--- src/rtl/regwr_arb_pkg.sv ---
`default_nettype none
// ============================================================================
// Module      : regwr_arb_pkg
// Description : Shared register-file defines and the pending-write entry type.
// Revision    : 1.0 - initial release
// ============================================================================
package regwr_arb_pkg;

  localparam int RegBus     = 32;
  localparam int RegAddrBus = 5;

  localparam logic [RegBus-1:0]     ZeroWord    = '0;
  localparam logic                  WriteEnable = 1'b1;
  localparam logic [RegAddrBus-1:0] RegZeroAddr = '0;

  typedef struct packed {
    logic                  live;
    logic [RegAddrBus-1:0] waddr;
    logic [RegBus-1:0]     wdata;
  } pend_entry_t;

endpackage
`default_nettype wire

--- src/rtl/regwr_fifo.sv ---
`default_nettype none
// ============================================================================
// Module      : regwr_fifo
// Description : Pending load-write buffer with parallel address-match kill.
// Revision    : 1.0 - initial release
// ============================================================================
module regwr_fifo
  import regwr_arb_pkg::*;
#(
  parameter int DEPTH = 2
) (
  input  logic                         clk,
  input  logic                         rst,
  input  logic                         push,
  input  pend_entry_t                  push_entry,
  input  logic                         pop,
  input  logic                         kill_en,
  input  logic [RegAddrBus-1:0]        kill_addr,
  output pend_entry_t                  head,
  output logic [$clog2(DEPTH+1)-1:0]   count,
  output logic                         full,
  output logic                         empty
);

  localparam int PW = (DEPTH > 1) ? $clog2(DEPTH) : 1;
  localparam int CW = $clog2(DEPTH+1);

  pend_entry_t        r_mem [DEPTH];
  logic [PW-1:0]      r_wptr;
  logic [PW-1:0]      r_rptr;
  logic [CW-1:0]      r_cnt;
  pend_entry_t        w_push_entry;

  // A write-back to the same register in the push cycle makes the entry stale.
  always_comb begin
    w_push_entry      = push_entry;
    w_push_entry.live = push_entry.live & ~(kill_en & (push_entry.waddr == kill_addr));
  end

  always_ff @(posedge clk or posedge rst) begin
    if (rst) begin
      for (int i = 0; i < DEPTH; i++) r_mem[i] <= '0;
    end else begin
      for (int i = 0; i < DEPTH; i++) begin
        if (push && (r_wptr == PW'(i))) begin
          r_mem[i] <= w_push_entry;
        end else if (kill_en && (r_mem[i].waddr == kill_addr)) begin
          r_mem[i].live <= 1'b0;
        end
      end
    end
  end

  always_ff @(posedge clk or posedge rst) begin
    if (rst) begin
      r_wptr <= '0;
      r_rptr <= '0;
      r_cnt  <= '0;
    end else begin
      if (push) r_wptr <= (r_wptr == PW'(DEPTH-1)) ? '0 : r_wptr + PW'(1);
      if (pop)  r_rptr <= (r_rptr == PW'(DEPTH-1)) ? '0 : r_rptr + PW'(1);
      if (push && !pop)      r_cnt <= r_cnt + CW'(1);
      else if (pop && !push) r_cnt <= r_cnt - CW'(1);
    end
  end

  assign head  = r_mem[r_rptr];
  assign count = r_cnt;
  assign full  = (r_cnt == CW'(DEPTH));
  assign empty = (r_cnt == '0);

endmodule
`default_nettype wire

--- src/rtl/regwr_arb.sv ---
`default_nettype none
// ============================================================================
// Module      : regwr_arb
// Description : Register-file write-port arbiter, write-back over late loads.
// Revision    : 1.0 - initial release
// ============================================================================
module regwr_arb
  import regwr_arb_pkg::*;
#(
  parameter int DEPTH      = 2,
  parameter int STARVE_MAX = 4
) (
  input  logic                        clk,
  input  logic                        rst,
  input  logic                        wb_we,
  input  logic [RegAddrBus-1:0]       wb_waddr,
  input  logic [RegBus-1:0]           wb_wdata,
  input  logic                        lsu_valid,
  output logic                        lsu_ready,
  input  logic [RegAddrBus-1:0]       lsu_waddr,
  input  logic [RegBus-1:0]           lsu_wdata,
  output logic                        rf_we,
  output logic [RegAddrBus-1:0]       rf_waddr,
  output logic [RegBus-1:0]           rf_wdata,
  output logic                        stall_req,
  output logic [$clog2(DEPTH+1)-1:0]  pend_cnt
);

  localparam int SW = $clog2(STARVE_MAX+1);

  logic          w_wb_eff;
  logic          w_push;
  logic          w_pop;
  logic          w_full;
  logic          w_empty;
  pend_entry_t   w_push_entry;
  pend_entry_t   w_head;
  logic [SW-1:0] r_starve;

  assign w_wb_eff     = ~rst & wb_we & (wb_waddr != RegZeroAddr);
  assign lsu_ready    = ~rst & ~w_full;
  // Loads to r0 are accepted but never buffered.
  assign w_push       = lsu_valid & lsu_ready & (lsu_waddr != RegZeroAddr);
  assign w_pop        = ~rst & ~w_wb_eff & ~w_empty;
  assign w_push_entry = {WriteEnable, lsu_waddr, lsu_wdata};

  regwr_fifo #(
    .DEPTH (DEPTH)
  ) u_fifo (
    .clk        (clk),
    .rst        (rst),
    .push       (w_push),
    .push_entry (w_push_entry),
    .pop        (w_pop),
    .kill_en    (w_wb_eff),
    .kill_addr  (wb_waddr),
    .head       (w_head),
    .count      (pend_cnt),
    .full       (w_full),
    .empty      (w_empty)
  );

  always_comb begin
    rf_we    = 1'b0;
    rf_waddr = RegZeroAddr;
    rf_wdata = ZeroWord;
    if (w_wb_eff) begin
      rf_we    = WriteEnable;
      rf_waddr = wb_waddr;
      rf_wdata = wb_wdata;
    end else if (w_pop) begin
      rf_we    = w_head.live;
      rf_waddr = w_head.waddr;
      rf_wdata = w_head.wdata;
    end
  end

  always_ff @(posedge clk or posedge rst) begin
    if (rst) begin
      r_starve <= '0;
    end else if (w_empty || w_pop) begin
      r_starve <= '0;
    end else if (r_starve != SW'(STARVE_MAX)) begin
      r_starve <= r_starve + SW'(1);
    end
  end

  assign stall_req = (r_starve == SW'(STARVE_MAX));

endmodule
`default_nettype wire

--- config.mk ---
export PLATFORM = sky130hd
export DESIGN_NAME = regwr_arb
export DESIGN_NICKNAME = d
export VERILOG_FILES = /design/src/rtl/regwr_arb_pkg.sv /design/src/rtl/regwr_fifo.sv /design/src/rtl/regwr_arb.sv
export SDC_FILE = /design/constraint.sdc
export NUM_CORES = 1
export LEC_CHECK = 0
export BUFFER_PORTS_ARGS = -buffer_cell sky130_fd_sc_hd__buf_2
export CAP_MARGIN = 10
export CORE_MARGIN = 1.5
export CORE_UTILIZATION = 49
export CTS_BUF_LIST = sky130_fd_sc_hd__clkbuf_2 sky130_fd_sc_hd__clkbuf_4 sky130_fd_sc_hd__clkbuf_8
export CTS_CLUSTER_SIZE = 28
export DETAILED_ROUTE_END_ITERATION = 16
export HOLD_SLACK_MARGIN = 0.02
export PLACE_DENSITY = 0.74
export RECOVER_POWER = 25
export REMOVE_ABC_BUFFERS = 1
export SLEW_MARGIN = 15
export SYNTH_ARGS = -nofsm -noshare
export SYNTH_HDL_FRONTEND = slang
export SYNTH_SLANG_ARGS = --single-unit
--- constraint.sdc ---
create_clock -name clk -period 3.7 [get_ports clk]
set_input_delay 0.74 -clock clk [delete_from_list [all_inputs] [get_ports clk]]
set_output_delay 0.74 -clock clk [all_outputs]
set_load 0.005 [all_outputs]
==> results_dict.tcl, run 1 <==
set metrics [dict create \
    power_density_nw_per_um2 738.7 \
    cts_root_buf "clkbuf_8" \
    synthFlopType "dfrtp_1" \
    syn_area_um2 4476 \
    area_growth_pct 19.49 \
    maxCapViolations 1 \
    start_util 0.5082 \
    hpwl_mm 6.491 \
    ff2ff_path_depth 5 \
    hold_class "flop to flop" \
    violations "DRC, capacitance limit, slew limit" \
    clockBufferDepth 2 \
    globalRouteOverflowTotal 0 \
    synthCells 353 \
    fmax_ghz 0.3133 \
    mostFrequentLayoutCell "buf_2" \
    track_usage 0.2023 \
    rrSetupSlack_ns 1.45 \
    final_nets 551 \
    async_flop_share 1.000 \
    slew_headroom -0.3566 \
    endpoint_kind "output pin" \
    start_kind "input port" \
    mostFrequentLayoutCells "118 x buf_2, 82 x dfrtp_1, 45 x mux2_2" \
    core-area_um2 8806 \
    cts_inserted_buffers 9 \
    drt_wl_total_mm 9.182 \
    clock_sinks 83 \
    hold_buffers 0 \
    yosysWarningCount 0 \
    finClkSkew_ns 0.01103 \
    drtIter0Drc 111 \
    ant_nets 0 \
    grt_max_degree 84 \
    peakVddDrop_mv 0.3036 \
    drt-vias-per-instance 5.240 \
    placed_cells 567 \
    placementRows 34 \
    finalPower_mw 3.951 \
    rsz0062_at_grt "no" \
    ys_ff_latch 83 \
    synthTopCellsByArea "dfrtp_1 46%, mux2_2 11%, mux2i_1 8.9%" \
    cp.arrival_ns 2.45 \
    post-cts-setup-buffers 0 \
    tns_ns 0 \
    h-tree-depth 3 \
    status "finished with violations" \
    p_leak_nw 2.626 \
    fillers 704 \
    antenna_found_initial 0 \
    route.detailed.drc 8 \
    die_w_um 98.57 \
    fin_crit_sh 0.8626 \
    clk_latency_ns 0.34 \
    ys_types 32 \
    vias 3055 \
    hold_depth 1 \
    die_h_um 98.57 \
    drive_gt1_frac 0.5347 \
    finalMaxSlewViolations 84 \
    worstMarginPinSlew_ns 2.035 \
    path_clk_slew_ns 0.09 \
    place_congestion 0.8009 \
    port_buffers 119 \
    critical_path_class "input port to output pin" \
    layoutNonFillerInstCount 583 \
    place_area_um2 5130 \
    cts_resized 0 \
    cts_tree "done" \
    synth.avg_cell_area_um2 12.68 \
    synth.top_cell.area_share 0.4641 \
    cp.required_ns 2.96 \
    grt_pass1_wl_mm 15.74 \
    yosysTopAreaCell "dfrtp_1" \
    dr.pass1.iters 11 \
    critPathMaxFanout 28 \
    first_global_vias 3216 \
    diodes 0 \
    num_io_pins 120 \
    final-hold-violation-count 0 \
    fin_area_um2 5348 \
    synth_edf_count 0 \
    setup_violations 0 \
    ys_seq_area_frac 0.4641 \
    die_area_um2 9716 \
    fin_crit_ns 3.191 \
    wl_per_cell_um 15.75 \
]
-- where the power goes --
| group | total [mW] | internal [mW] | switching, mW | leakage, nW |
|---|---|---|---|---|
| Combinational | 1.54 | 0.886 | 0.653 | 1.53 |
| Sequential | 1.69 | 1.36 | 0.329 | 0.984 |
| Clock | 0.718 | 0.389 | 0.329 | 0.110 |
-- stage by stage --
step | utilization | hold WS [ns] | worst slack, ns
global route | 0.6073 | 0.5195 | 0.4393
CTS | 0.6077 | 0.4966 | 0.4958
floorplan | - | 0.4468 | -1.013
finish | 0.6073 | 0.4948 | 0.5086
global placement | 0.5826 | 0.4626 | 0.5085
detailed placement | 0.5826 | 0.4762 | 0.5021
-- area by class of cell --
| class | count | area (um^2) | share of cell area |
|---|---|---|---|
| Multi-Input combinational cell | 243 | 2208 | 0.4130 |
| Sequential cell | 83 | 2078 | 0.3886 |
| Timing Repair Buffer | 128 | 684.4 | 0.1280 |
| Tap cell | 108 | 135.1 | 0.02527 |
| Clock buffer | 10 | 131.4 | 0.02457 |
| Clock inverter | 6 | 90.09 | 0.01685 |
| Inverter | 5 | 20.02 | 0.003744 |
-- logic make-up after synthesis --
group                    count (synthesis)  synth area share
AO/OA/AOI/OAI                           47           0.09478
adder cells (fa/ha/maj)                  3          0.008388
flip-flops                              83            0.4641
multiplexers                           114            0.2916
XOR/XNOR                                21           0.04277
AND/OR/NAND/NOR                         58           0.05564
buffers and inverters                   27           0.04277
-- state kept, by name (all words and copies together) (netlist names) --
register and count:
u_fifo.r_mem 76, r_starve 3, u_fifo.count 2, u_fifo.r_rptr 1, u_fifo.r_wptr 1
-- path summary, 6_finish.rpt --
| check | to | from |
|---|---|---|
| max reg2reg | u_fifo.r_mem[17] | u_fifo.count[0] |
| max | rf_wdata[4] | wb_waddr[3] |
| max in group asynchronous | u_fifo.r_rptr | rst |
| min | u_fifo.r_wptr | u_fifo.r_wptr |
| min reg2reg | u_fifo.r_wptr | u_fifo.r_wptr |
| min in group asynchronous | u_fifo.r_mem[45] | rst |
-- metal layers --
metal / wire [um] / GRT usage / share of wire / vias to the layer above
met2: 4242 / 0.3184 / 0.46 / 84
met1: 4375 / 0.2850 / 0.48 / 1490
li1: - / - / - / 1473
met3: 502 / 0.04397 / 0.055 / 8
met4: 62 / 0.05495 / 0.0068 / 0
met5: 0 / 0 / 0 / -
-- Yosys cell counts, types with 2 or more instances --
| library cell | number |
|---|---|
| buf_2 | 6 |
| buf_4 | 2 |
| buf_6 | 10 |
| clkbuf_1 | 4 |
| dfrtp_1 | 83 |
| ha_1 | 3 |
| inv_1 | 5 |
| mux2_1 | 10 |
| mux2_2 | 45 |
| mux2_4 | 19 |
| mux2i_1 | 40 |
| nand2_1 | 42 |
| nand3_1 | 3 |
| nor2_1 | 5 |
| nor3_1 | 2 |
| o21ai_2 | 39 |
| o41ai_1 | 2 |
| xnor2_1 | 11 |
| xor2_1 | 9 |
-- critical path: stages --
cell	delay [ns]
buf_2	0.14
or4_4	0.58
o21ai_4	0.16
o211ai_4	0.25
buf_12	0.28
o21ai_2	0.15
buf_2	0.13
No activity file was read; power rests on OpenSTA's default activity.
==> run 2, diff against run 1 <==
--- a/config.mk
+++ b/config.mk
@@ -8,15 +8,16 @@
 export BUFFER_PORTS_ARGS = -buffer_cell sky130_fd_sc_hd__buf_2
 export CAP_MARGIN = 10
 export CORE_MARGIN = 1.5
-export CORE_UTILIZATION = 49
+export CORE_UTILIZATION = 51
 export CTS_BUF_LIST = sky130_fd_sc_hd__clkbuf_2 sky130_fd_sc_hd__clkbuf_4 sky130_fd_sc_hd__clkbuf_8
 export CTS_CLUSTER_SIZE = 28
 export DETAILED_ROUTE_END_ITERATION = 16
 export HOLD_SLACK_MARGIN = 0.02
-export PLACE_DENSITY = 0.74
+export PLACE_DENSITY = 0.75
 export RECOVER_POWER = 25
 export REMOVE_ABC_BUFFERS = 1
 export SLEW_MARGIN = 15
 export SYNTH_ARGS = -nofsm -noshare
 export SYNTH_HDL_FRONTEND = slang
+export SYNTH_HIERARCHICAL = 1
 export SYNTH_SLANG_ARGS = --single-unit
==> constraint.sdc (replaced) <==
create_clock -name clk -period 3.7 [get_ports clk]
set_input_delay 0.74 -clock clk [delete_from_list [all_inputs] [get_ports clk]]
set_output_delay 0.74 -clock clk [all_outputs]
set_load 0.05 [all_outputs]
==> results_dict.tcl, run 2 <==
set metrics [dict create \
    status "finished with violations" \
    violations "capacitance limit, slew limit" \
    final-hold-violation-count 0 \
    die_h_um 103.8 \
    clock_sinks 83 \
    ff2ff_path_depth 7 \
    fillers 861 \
    h-tree-depth 3 \
    die_w_um 103.8 \
    ys_ff_latch 83 \
    setup_violations 0 \
    grt_pass1_wl_mm 21.00 \
    globalRouteOverflowTotal 0 \
    vias 4187 \
    synth.top_cell.area_share 0.4006 \
    maxCapViolations 1 \
    hold_buffers 0 \
    die_area_um2 10780 \
    track_usage 0.2439 \
    synthTopCellsByArea "dfrtp_1 40%, mux2_2 22%, a32o_1 6.6%" \
    grt_max_degree 43 \
    critical_path_depth 6 \
    hold_class "flop to flop" \
    use_met1 0.3129 \
    worstPathCellList "clkbuf_1 > nor2_2 > buf_4 > a32o_1 > a311o_1 > buf_2" \
    crit_family "buffers and inverters" \
    finalMaxSlewViolations 43 \
    port_buffers 119 \
    synth.avg_cell_area_um2 11.45 \
    place_ws_ns 0.3842 \
    cp.required_ns 2.96 \
    synth_most_common_cell "mux2_2" \
    first_global_vias 4215 \
    synthFlopType "dfrtp_1" \
    dr.pass1.iters 5 \
    cts_tree "done" \
    worstMarginPinSlew_ns 1.920 \
    met2_usage 0.4054 \
    drt_wl_total_mm 12.91 \
    power_density_nw_per_um2 771.2 \
    start_kind "input port" \
    cp_slowest_cell "clkbuf_1" \
    fin_crit_sh 0.9202 \
    critical_path_class "input port to output pin" \
    cts_inserted_buffers 9 \
    critPathMaxFanout 19 \
    cp.arrival_ns 2.66 \
    path_clk_slew_ns 0.07 \
    ys_types 33 \
    mostFrequentLayoutCell "buf_2" \
    route.detailed.drc 0 \
    async_flop_share 1.000 \
    grtUsageMet3 0.05538 \
    diodes 0 \
    wl_per_cell_um 18.53 \
    syn_area_um2 5185 \
    core-area_um2 9819 \
    finClkSkew_ns 0.008367 \
    clockBufferDepth 2 \
    placementRows 36 \
    synth_edf_count 0 \
    layout_setup_ws_ns 0.2952 \
    mostFrequentLayoutCells "118 x buf_2, 103 x mux2_2, 82 x dfrtp_1" \
    area_growth_pct 17.28 \
    hpwl_mm 8.790 \
    drive_gt1_frac 0.4752 \
    ant_nets 0 \
    peakVddDrop_mv 0.4699 \
    cpPeakStageDelay_ns 0.58 \
    num_io_pins 120 \
    antenna_found_initial 0 \
    slew_headroom -0.2872 \
    cts_root_buf "clkbuf_8" \
    drtIter0Drc 274 \
    start_util 0.5280 \
    endpoint_kind "output pin" \
    final_nets 640 \
    post-cts-setup-buffers 0 \
    yosysWarningCount 6 \
    p_leak_nw 2.834 \
    path_buf_inv 3 \
    drt-vias-per-instance 6.007 \
    largest_register_ffs 76 \
    fmax_ghz 0.2937 \
    max_flop_register "u_fifo/r_mem" \
    hold_depth 1 \
    cts_resized 0 \
    place_congestion 0.7943 \
    grt_busiest_layer "met2" \
    fin_crit_ns 3.405 \
    clk_latency_ns 0.36 \
    yosysTopAreaCell "dfrtp_1" \
    synthCells 453 \
    rsz0062_at_grt "no" \
    utilization 0.6193 \
    ys_seq_area_frac 0.4006 \
    synth_common_cells "103 x mux2_2, 83 x dfrtp_1, 34 x a32o_1, 34 x nor2b_1, 32 x a311o_1" \
]
-- run 2: cell types whose count changed in the layout (fill, tap and decap cells not counted), moves of 19 or more --
cell     before  now
a311o_1       0   32
a32o_1        0   34
and3_1        1   31
mux2_2       45  103
mux2_4       19    0
mux2i_1      40    0
nand2_1      42    7
nor2b_1       1   33
o21ai_2      39    0
-- run 2: kinds of logic after synthesis --
family | synth area share
DFF | 0.4006
muxes | 0.2432
other | 0.0007232
xor gates and xnor gates | 0.03547
adders and majority gates | 0.007240
AOI/OAI and AO/OA | 0.1453
and+or+nand+nor | 0.1190
buffers and inverters | 0.04851
-- run 2: report_power, final --
part | internal (mW) | switching [mW] | total (mW)
Sequential | 1.37 | 0.289 | 1.66
Combinational | 1.15 | 1.25 | 2.40
Clock | 0.324 | 0.314 | 0.639
-- run 2: worst register-to-register path, stage by stage, from the launching register on --
cell	delay, ns
dfrtp_1	0.47
nor2_4	0.82
nor2_1	0.18
and2_1	0.24
inv_1	0.06
ha_1	0.25
nor2_1	0.14
xor2_1	0.15
-- run 2: layer usage --
metal,routed length [um],up-vias
met5,0,-
met4,209,0
met3,783,19
met2,6163,141
met1,5755,2090
li1,-,1937
-- run 2: final cells by class --
class / count / area, um^2 / share of cell area
clock buffer: 10 / 137.6 / 0.02263
clock inverter: 6 / 55.05 / 0.009054
inverter: 7 / 27.53 / 0.004527
multi-input combinational: 321 / 2890 / 0.4753
sequential: 83 / 2078 / 0.3418
tap: 133 / 166.4 / 0.02737
timing repair buffer: 137 / 725.7 / 0.1193
-- run 2: path summary, 6_finish.rpt --
kind / start / slack, ns / end
worst min-delay path: u_fifo/r_mem[3] / 0.49 / u_fifo/r_mem[3]
worst max-delay path: rst / 0.30 / rf_wdata[24]
worst min register to register: u_fifo/r_mem[3] / 0.49 / u_fifo/r_mem[3]
min in group asynchronous: rst / 0.59 / r_starve[0]
max in group asynchronous: rst / 0.86 / u_fifo/r_mem[13]
worst max register to register: u_fifo/count[0] / 1.33 / u_fifo/count[1]
-- run 2: per-stage QoR --
stage          total power [mW]  hold WS (ns)  area [um^2]  TNS (ns)  cells
5_1_grt                   4.992        0.5078         6081         0    697
2_1_floorplan             3.473        0.4518         4960    -13.25    411
3_3_place_gp              3.952        0.4676         5893         0    681
4_1_cts                   4.713        0.3757         6086         0    697
6_report                  4.690        0.4910         6081         0    697
3_5_place_dp              4.050        0.4775         5893         0    681
